**src/rtl/router_pkg.sv**
```systemverilog
// Shared constants and helpers for the parametrised router synchroniser.
package router_pkg;

    localparam int NUM_CH_DEF  = 3;
    localparam int TIMEOUT_DEF = 30;

    // Effective stall limit: a zero runtime setting falls back to the default.
    function automatic int eff_limit(input int cfg, input int dflt);
        return (cfg == 0) ? dflt : cfg;
    endfunction

    // Ceiling log2 for sizing channel-index fields.
    function automatic int clog2(input int v);
        int r;
        r = 0;
        while ((1 << r) < v) r++;
        return r;
    endfunction

endpackage

```
**src/rtl/router_timeout_ch.sv**
```systemverilog
// One channel's stall-timeout counter, soft_reset pulse and sticky status.
module router_timeout_ch #(
    parameter int CNT_W = 5
) (
    input  logic             clock,
    input  logic             resetn,
    input  logic             empty,
    input  logic             read_enb,
    input  logic [CNT_W-1:0] limit,
    input  logic             clr_status,
    output logic             soft_reset,
    output logic             timeout_sticky
);

    logic [CNT_W-1:0] cnt;
    logic             fire;

    // Stalled valid data that has waited limit edges; >= so a lowered limit fires at once.
    assign fire = ~empty & ~read_enb & (cnt >= (limit - CNT_W'(1)));

    // Counter, registered flush pulse and sticky flag (set beats clear).
    always_ff @(posedge clock or negedge resetn) begin
        if (!resetn) begin
            cnt            <= '0;
            soft_reset     <= 1'b0;
            timeout_sticky <= 1'b0;
        end else begin
            soft_reset <= fire;
            if (fire)
                timeout_sticky <= 1'b1;
            else if (clr_status)
                timeout_sticky <= 1'b0;
            if (empty || read_enb || fire)
                cnt <= '0;
            else
                cnt <= cnt + CNT_W'(1);
        end
    end

endmodule

```
**src/rtl/router_sync_n.sv**
```systemverilog
// Router synchroniser: header address latch, write steering, status and per-channel timeouts.
module router_sync_n
    import router_pkg::*;
#(
    parameter int NUM_CH  = NUM_CH_DEF,
    parameter int ADDR_W  = 2,
    parameter int CNT_W   = 5,
    parameter int TIMEOUT = TIMEOUT_DEF
) (
    input  logic              clock,
    input  logic              resetn,
    input  logic              detect_add,
    input  logic [ADDR_W-1:0] data_in,
    input  logic              write_enb_reg,
    input  logic [NUM_CH-1:0] read_enb,
    input  logic [NUM_CH-1:0] empty,
    input  logic [NUM_CH-1:0] full,
    input  logic [CNT_W-1:0]  timeout_cfg,
    input  logic              clr_status,
    output logic [NUM_CH-1:0] write_enb,
    output logic              fifo_full,
    output logic [NUM_CH-1:0] vld_out,
    output logic [NUM_CH-1:0] soft_reset,
    output logic              addr_err,
    output logic [NUM_CH-1:0] timeout_sticky
);

    logic [ADDR_W-1:0] addr_q;
    logic              addr_valid;
    logic              in_range;
    logic [CNT_W-1:0]  limit;

    // Compare at 32 bits so NUM_CH == 2**ADDR_W does not overflow.
    assign in_range = (32'(data_in) < 32'(NUM_CH));
    assign limit    = CNT_W'(eff_limit(int'(timeout_cfg), TIMEOUT));
    assign vld_out  = ~empty;

    // Header latch; addr_err is a single-cycle pulse per out-of-range header.
    always_ff @(posedge clock or negedge resetn) begin
        if (!resetn) begin
            addr_q     <= '0;
            addr_valid <= 1'b0;
            addr_err   <= 1'b0;
        end else begin
            addr_err <= detect_add & ~in_range;
            if (detect_add) begin
                addr_q     <= data_in;
                addr_valid <= in_range;
            end
        end
    end

    // Decode the latched address into write enable and the addressed full flag.
    always_comb begin
        write_enb = '0;
        fifo_full = 1'b0;
        for (int i = 0; i < NUM_CH; i++) begin
            if (addr_valid && (addr_q == ADDR_W'(i))) begin
                write_enb[i] = write_enb_reg;
                fifo_full    = full[i];
            end
        end
    end

    for (genvar g = 0; g < NUM_CH; g++) begin : g_ch
        router_timeout_ch #(.CNT_W(CNT_W)) u_ch (
            .clock          (clock),
            .resetn         (resetn),
            .empty          (empty[g]),
            .read_enb       (read_enb[g]),
            .limit          (limit),
            .clr_status     (clr_status),
            .soft_reset     (soft_reset[g]),
            .timeout_sticky (timeout_sticky[g])
        );
    end

endmodule

```
**config.mk**
```make
export PLATFORM = sky130hd
export DESIGN_NAME = router_sync_n
export DESIGN_NICKNAME = d
export VERILOG_FILES = /design/src/rtl/router_pkg.sv /design/src/rtl/router_timeout_ch.sv /design/src/rtl/router_sync_n.sv
export SDC_FILE = /design/constraint.sdc
export NUM_CORES = 1
export LEC_CHECK = 0
export ABC_CLOCK_PERIOD_IN_PS = 1800
export CAP_MARGIN = 20
export CORE_MARGIN = 1
export CORE_UTILIZATION = 46
export DETAILED_ROUTE_END_ITERATION = 10
export PLACE_DENSITY = 0.78
export SLEW_MARGIN = 10
export SYNTH_ARGS = -nofsm -noshare
export SYNTH_HDL_FRONTEND = slang
export SYNTH_SLANG_ARGS = --single-unit
```
**constraint.sdc**
```tcl
create_clock -name clock -period 1.8 [get_ports clock]
set_clock_uncertainty 0.2 [all_clocks]
set_input_delay 0.54 -clock clock [delete_from_list [all_inputs] [get_ports clock]]
set_output_delay 0.54 -clock clock [all_outputs]
set_load 0.005 [all_outputs]
```
Word-level counts from Yosys, hierarchy flattened
Index checks and enable logic that the tools add are counted.
- input port bits: 21
- output and inout port bits: 14
- logic and storage cells: 65
- bits in registers: 25
- reductions and logical operators: 14
- bitwise logic cells: 15
- equality and inequality tests: 2
- $lt $le $gt $ge: 4
- add/subtract/negate cells: 4
- mux-type cells: 14
- operators with widths (cell ; count):
    5-bit two-way mux ; 4
    5-bit by 1-bit adder with 5-bit output (second input constant) ; 3
    5-bit >= comparator ; 3
    1-bit two-way mux ; 10
    1-bit bitwise AND ; 7
    1-bit inverter ; 7
    1-bit logical OR ; 6
    2-bit nonzero test ; 3
    5-bit logical NOT ; 1
    5-bit by 1-bit subtractor with 5-bit output (second input constant) ; 1
    1-bit logical AND ; 3
    3-bit inverter ; 1
    2-bit by 1-bit equality test with 1-bit output (second input constant) ; 1
    2-bit equality test (second input constant) ; 1
    2-bit logical NOT ; 1
    2-bit less-than comparator (second input constant) ; 1

Depth between registers and ports, before layout
Gate-level depths: netlist (run 1).
- depth in word-level cells: 7
- depth in mapped cells: 8
- depth with buffers taken out: 7

Modules after synthesis
Synthesis (run 1) repeated with hierarchy kept, for this count alone.
- cells, all modules: 164
- area total of the unflattened synthesis: 1605.3 sq um
- by module, submodules not included (module ; sequential area each (sq um) ; area each (sq um) ; times used ; cells an instance):
    router_timeout_ch ; 175.2 ; 451.7 ; 3 ; 45
    router_sync_n ; 100.1 ; 250.2 ; 1 ; 29

Least setup slack after synthesis (run 1)
Ideal clock, no wire load.
- path kind: input port to flip-flop
- from: in timeout_cfg[2]
- to: reg g_ch[2].u_ch.cnt[0]
- cell stages on the path: 7
- required time: 1500 ps
- slack: -839 ps
- arrival time: 2339 ps
- setup time: 100 ps
- path buffers: 2
- path through: buf_6 -> or4_4 -> buf_6 -> xor2_1 -> ha_1 -> or3_1 -> a311oi_1
- longest elaborated chain between the ends: 7
- RTL lines (item ; RTL line ; RTL):
    start: declaration ; router_sync_n.sv:18 ; input logic [CNT_W-1:0] timeout_cfg,
    5-bit logical NOT ; router_pkg.sv:9 ; return (cfg == 0) ? dflt : cfg;
    5-bit two-way mux * ; router_pkg.sv:9 ;
    5-bit by 1-bit subtractor with 5-bit output * ; router_timeout_ch.sv:19 ; assign fire = ~empty & ~read_enb & (cnt >= (limit - CNT_W'(1)));
    5-bit >= comparator * ; router_timeout_ch.sv:19 ;
    1-bit bitwise AND * ; router_timeout_ch.sv:19 ;
    1-bit logical OR * ; router_timeout_ch.sv:33 ; if (empty || read_enb || fire)
    5-bit two-way mux * ; router_timeout_ch.sv:33 ;
    end signal: assignment ; router_timeout_ch.sv:36 ; cnt <= cnt + CNT_W'(1);
    end: declaration ; router_timeout_ch.sv:15 ; logic [CNT_W-1:0] cnt;
Every way passes the cells marked *; elsewhere a longest branch is shown, timed or not.
A chain may end at the register's enable or synchronous reset.

Final worst setup path (run 1)
- from: in timeout_cfg[2]
- to: reg g_ch[0].u_ch.cnt[1]
- longest elaborated chain between the ends: 7
- RTL lines (item ; RTL line):
    5-bit logical NOT ; router_pkg.sv:9
    5-bit two-way mux * ; router_pkg.sv:9
    5-bit by 1-bit subtractor with 5-bit output * ; router_timeout_ch.sv:19
    5-bit >= comparator * ; router_timeout_ch.sv:19
    1-bit bitwise AND * ; router_timeout_ch.sv:19
    1-bit logical OR * ; router_timeout_ch.sv:33
    5-bit two-way mux * ; router_timeout_ch.sv:33
    end signal: assignment ; router_timeout_ch.sv:36
    end: declaration ; router_timeout_ch.sv:15
Marked as above.

==> results_dict.tcl, run 1 <==
set metrics [dict create \
    status "complete, but fails checks" \
    failed_checks "setup timing" \
    cp_num_buf_inv 1 \
    die_h_um 61.5 \
    wirelength_um 4700 \
    antenna_found_initial 0 \
    initial_core_util 0.484 \
    post-route-drc-count 0 \
    fin_crit_ns 2.18 \
    synth_nets 195 \
    post-route-util 0.741 \
    hold_viol 0 \
    port_buffers 34 \
    topRoutingLayerUsed "met4" \
    grt_start_max_net_pins 26 \
    dr_wl_met2_um 2500 \
    required_ns 1.85 \
    multi_input_area_um2 1250 \
    ios 35 \
    fin_crit_sh 1.21 \
    max-vdd-ir-drop_mv 0.278 \
    r2r-start "g_ch[1].u_ch.cnt[0]" \
    reg2regPathDepth 5 \
    max-cap-violations 0 \
    critPathTopFamily "simple AND/OR/NAND/NOR gates" \
    cts_root_buffer "clkbuf_4" \
    final_cells 259 \
    p_per_area_nw_per_um2 516 \
    finalPower_mw 1.29 \
    dp_hpwl_um 3060 \
    setup_ws_ns -0.378 \
    num_rows 21 \
    vias 1539 \
    path_clk_slew_ns 0.14 \
    crit_end "g_ch[0].u_ch.cnt[1]" \
    ant_nets 0 \
    synth_area_um2 1630 \
    synthArstFlopShare 1.00 \
    rrSetupSlack_ns -0.01 \
    ys_types 33 \
    grt_overflow 0 \
    seq_area_frac_synth 0.384 \
    insertion_delay_ns 0.33 \
    p_leak_nw 1.07 \
    slew_headroom 0.502 \
    gp_congestion 0.819 \
    path_cells "buf_6, or4_4, xor2_4, ha_4, or3_4, a311oi_2" \
    ys_top_cells_by_area "dfrtp_1, ha_1, a311oi_1" \
    final_area_um2 2490 \
    core_um2 3360 \
    register_area_um2 627 \
    final_max_slew_viol_count 0 \
    clock-sinks 25 \
    ctsLongestPathBuffers 2 \
    avgSynthCellArea_um2 10.2 \
    grt_pass1_wl_um 6760 \
    num-nets-final 250 \
    slowest_delay_ns 0.57 \
    cts_buffers 3 \
    wl_per_cell_um 18.1 \
    r2r_end "g_ch[1].u_ch.cnt[3]" \
    htreeDepth 1 \
    endpoint_kind "flop" \
    critPathLaunch "timeout_cfg[2]" \
    synth_edf_count 0 \
    cp.depth 6 \
    drtPass1Iterations 4 \
    fin_tns_setup_ns -7.36 \
    grtUsageTotal 0.245 \
    synth_cells 159 \
    ys_warn_count 0 \
    hp-class "flop to flop" \
    grt_pass1_vias 1467 \
    drive_above_1_share 0.451 \
    setup_viol 25 \
    tritoncts "done" \
    diodes 0 \
    dpl-instance-area_um2 2170 \
    dieArea_um2 3780 \
    critPathSlowestCell "or4_4" \
    dr_wl_met3_um 151 \
    synth_top_area_cell "dfrtp_1" \
    final_cell_mix "buf_4, dfrtp_1, dlygate4sd2_1" \
    synth_top_area_frac 0.384 \
    dp.cells 254 \
    final_common_cell "buf_4" \
    critPathLaunchType "input pin" \
    path_class "input pin to flop" \
    place_ws_ns -1.31 \
    drt-met1-wl_um 1940 \
    holdBufCountCts 0 \
    via_per_inst 5.94 \
    max_slew.worst_pin.slew_ns 0.738 \
    fp.dieW_um 61.5 \
    critPathArrivalTime_ns 2.22 \
    syn_to_final_growth_pct 52.9 \
    holdWs_ns 0.316 \
    ys_ff_latch 25 \
    max_freq_mhz 459 \
    synthFlopType "dfrtp_1" \
    initialDrtViolationCount 62 \
    fillers 242 \
    rsz0062_at_grt "yes" \
    worstPathMaxFanout 5 \
]
-- where the power goes --
part	switching [mW]	internal, mW
clock	0.178	0.0871
combinational	0.220	0.203
sequential	0.0174	0.580
-- per-layer routing --
metal,vias up,GRT usage
met5,-,0
li1,709,-
met4,0,0.0857
met1,781,0.298
met3,13,0.0294
met2,36,0.445
-- cell families (layout without fill, tap and decap cells) --
kind of cell | count (synthesis) | count (layout) | synth area share
compound gates | 47 | 47 | 0.228
xor+xnor | 11 | 11 | 0.0591
fa+ha+maj | 15 | 15 | 0.115
buf+inv | 23 | 77 | 0.0768
flops | 25 | 25 | 0.384
mux | 3 | 3 | 0.0200
simple gates | 35 | 35 | 0.117
-- cell type report --
class | instances | share of cell area
multi-input cells | 111 | 0.502
inverters | 13 | 0.0196
repair buffers | 60 | 0.193
clock buffers | 4 | 0.0105
well taps | 46 | 0.0231
flip-flops and latches | 25 | 0.252
-- state kept, by name (all words and copies together) (netlist names) --
register	flops
g_ch.u_ch.soft_reset	3
g_ch.u_ch.timeout_sticky	3
addr_valid	1
g_ch.u_ch.cnt	15
addr_err	1
addr_q	2
-- timing repair --
item                       in CTS  in global routing
pin swaps                      31                  6
setup endpoints to repair      35                 27
setup buffers                   1                  1
gates resized for setup       106                 18
-- Yosys cell counts (2+ instances only) --
| cell | instances |
|---|---|
| buf_4 | 6 |
| nor2_1 | 6 |
| o221a_2 | 3 |
| a21o_1 | 3 |
| o31ai_1 | 6 |
| mux2_2 | 2 |
| xor2_1 | 7 |
| inv_1 | 13 |
| a311oi_1 | 15 |
| nor2b_1 | 3 |
| xnor2_1 | 4 |
| nand2_1 | 7 |
| ha_1 | 15 |
| o21ai_0 | 4 |
| nor3b_1 | 5 |
| o41ai_1 | 3 |
| or3_1 | 3 |
| nand3_1 | 6 |
| buf_6 | 2 |
| a21oi_1 | 7 |
| o221ai_1 | 3 |
| dfrtp_1 | 25 |
-- how the worst min path moves through the flow --
stage / endpoint / depth (start not counted) / slack, ns / start
after floorplan: addr_err / 0 / 0.04 / resetn
after global placement: g_ch[1].u_ch.cnt[0] / 1 / 0.29 / g_ch[1].u_ch.cnt[0]
after detailed placement: g_ch[1].u_ch.cnt[0] / 1 / 0.29 / g_ch[1].u_ch.cnt[0]
after CTS: g_ch[1].u_ch.cnt[0] / 1 / 0.31 / g_ch[1].u_ch.cnt[0]
after global routing: g_ch[1].u_ch.cnt[0] / 1 / 0.35 / g_ch[1].u_ch.cnt[0]
final: g_ch[1].u_ch.cnt[0] / 1 / 0.32 / g_ch[1].u_ch.cnt[0]
Note: power is estimated with default switching activity, not from simulation.
==> inputs of run 2 (changes only) <==
--- a/config.mk
+++ b/config.mk
@@ -11,7 +11,8 @@
 export CORE_UTILIZATION = 46
 export DETAILED_ROUTE_END_ITERATION = 10
 export PLACE_DENSITY = 0.78
-export SLEW_MARGIN = 10
+export REMOVE_ABC_BUFFERS = 1
 export SYNTH_ARGS = -nofsm -noshare
 export SYNTH_HDL_FRONTEND = slang
 export SYNTH_SLANG_ARGS = --single-unit
+export TNS_END_PERCENT = 30
==> results_dict.tcl, run 2 (synthesis results as in run 1) <==
set metrics [dict create \
    regMostFlops "g_ch.u_ch.cnt" \
    final_max_slew_viol_count 0 \
    critPathSlowestCell "or4_4" \
    post-route-util 0.719 \
    drtPass1Iterations 4 \
    wl_per_cell_um 17.1 \
    hp-class "input pin to asynchronous set/reset pin" \
    insertion_delay_ns 0.33 \
    dp.cells 252 \
    endpoint_kind "flop" \
    largest_register_ffs 15 \
    vias 1514 \
    reg_top3 "g_ch.u_ch.cnt x15, g_ch.u_ch.soft_reset x3, g_ch.u_ch.timeout_sticky x3" \
    die_h_um 61.5 \
    holdBufCountCts 0 \
    grtUsageTotal 0.240 \
    path_cells "buf_6, or4_4, xor2_4, ha_4, or3_4, a311oi_2" \
    p_int_mw 0.862 \
    core_um2 3360 \
    initialDrtViolationCount 51 \
    grt_pass1_wl_um 6630 \
    fin_tns_setup_ns -7.23 \
    grt_overflow 0 \
    ctsLongestPathBuffers 2 \
    failed_checks "setup timing" \
    via_per_inst 5.87 \
    ant_nets 0 \
    slowest_delay_ns 0.56 \
    p_leak_nw 1.04 \
    sw_frac_of_total 0.315 \
    cp_num_buf_inv 1 \
    holdWs_ns 0.339 \
    diodes 0 \
    hold_viol 0 \
    dp_hpwl_um 3010 \
    num-nets-final 249 \
    status "complete, but fails checks" \
    syn_to_final_growth_pct 48.4 \
    final_cells 258 \
    path_clk_slew_ns 0.15 \
    cts_root_buffer "clkbuf_4" \
    dieArea_um2 3780 \
    antenna_found_initial 0 \
    setup_ws_ns -0.393 \
    ios 35 \
    max_slew.worst_pin.slew_ns 0.674 \
    critPathTopFamily "simple AND/OR/NAND/NOR gates" \
    max-cap-violations 0 \
    grt_start_max_net_pins 26 \
    grt_pass1_vias 1484 \
    htreeDepth 1 \
    fillers 262 \
    wirelength_um 4410 \
    critPathLaunchType "input pin" \
    setup_viol 25 \
    worstPathMaxFanout 5 \
    final_cell_mix "dfrtp_1, buf_4, dlygate4sd2_1" \
    final_common_cell "dfrtp_1" \
    gp_congestion 0.862 \
    p_clk_frac 0.213 \
    required_ns 1.84 \
    post-route-drc-count 0 \
    fin_crit_ns 2.19 \
    clock-sinks 25 \
    fin_crit_sh 1.22 \
    num_rows 21 \
    path_class "input pin to flop" \
    port_buffers 34 \
    tritoncts "done" \
    critPathArrivalTime_ns 2.23 \
    max_freq_mhz 456 \
    power_frac_seq 0.474 \
    rsz0062_at_grt "yes" \
    cts_buffers 3 \
    max-vdd-ir-drop_mv 0.460 \
    initial_core_util 0.484 \
    drive_above_1_share 0.420 \
    switchingPower_mw 0.397 \
    p_per_area_nw_per_um2 521 \
    combPwrFrac 0.314 \
    place_ws_ns -1.28 \
    fp.dieW_um 61.5 \
    slew_headroom 0.545 \
]
## run 2: cell count changes in the layout (fill, tap and decap cells not counted), sizes merged
cell  delta
buf      -1
## run 2: layout make-up
cell class | count | area (µm²) | area share
clock buffers | 4 | 26.3 | 0.0109
inverters | 13 | 48.8 | 0.0202
multi-input cells | 111 | 1190 | 0.491
flip-flops and latches | 25 | 626 | 0.259
well taps | 46 | 57.6 | 0.0238
repair buffers | 59 | 472 | 0.195
## run 2: metal layers
metal	share of wire	GRT usage	vias up
met2	0.54	0.459	39
met5	0	0	-
met3	0.031	0.0210	7
met4	0.015	0.0762	0
li1	-	-	703
met1	0.41	0.280	765
## run 2: repair_timing
item / 4_1_cts / 5_1_grt
buffers inserted: 2 / 0
setup endpoints to repair: 35 / 28
pin swaps: 30 / 14
gates resized for setup: 99 / 16
## run 2: power by group through the flow
stage          Combinational (mW)  Sequential, mW  Clock [mW]
6_report                    0.395           0.596       0.268
2_1_floorplan               0.132           0.604           0
3_3_place_gp                0.295           0.603           0
3_5_place_dp                0.309           0.604           0
5_1_grt                     0.426           0.599       0.288
4_1_cts                     0.368           0.596       0.259
## run 2: final timing paths
path | from | end | slack, ns | depth (start not counted)
worst max-delay path | timeout_cfg[0] | g_ch[1].u_ch.cnt[0] | -0.39 | 6
worst min-delay path | resetn | addr_valid | 0.34 | 2
worst max register to register | g_ch[2].u_ch.cnt[0] | g_ch[2].u_ch.cnt[3] | -0.04 | 5
worst min register to register | g_ch[2].u_ch.cnt[0] | g_ch[2].u_ch.cnt[0] | 0.38 | 2
max in group asynchronous | resetn | g_ch[2].u_ch.cnt[1] | 0.80 | 2
min in group clock | g_ch[2].u_ch.cnt[0] | g_ch[2].u_ch.cnt[0] | 0.38 | 2
## run 2: metrics by stage
step                      power, mW  instance area (µm²)
after floorplan               0.736                 1550
after global placement        0.898                 2120
after detailed placement      0.913                 2120
after CTS                      1.22                 2360
after global routing           1.31                 2420
final                          1.26                 2420
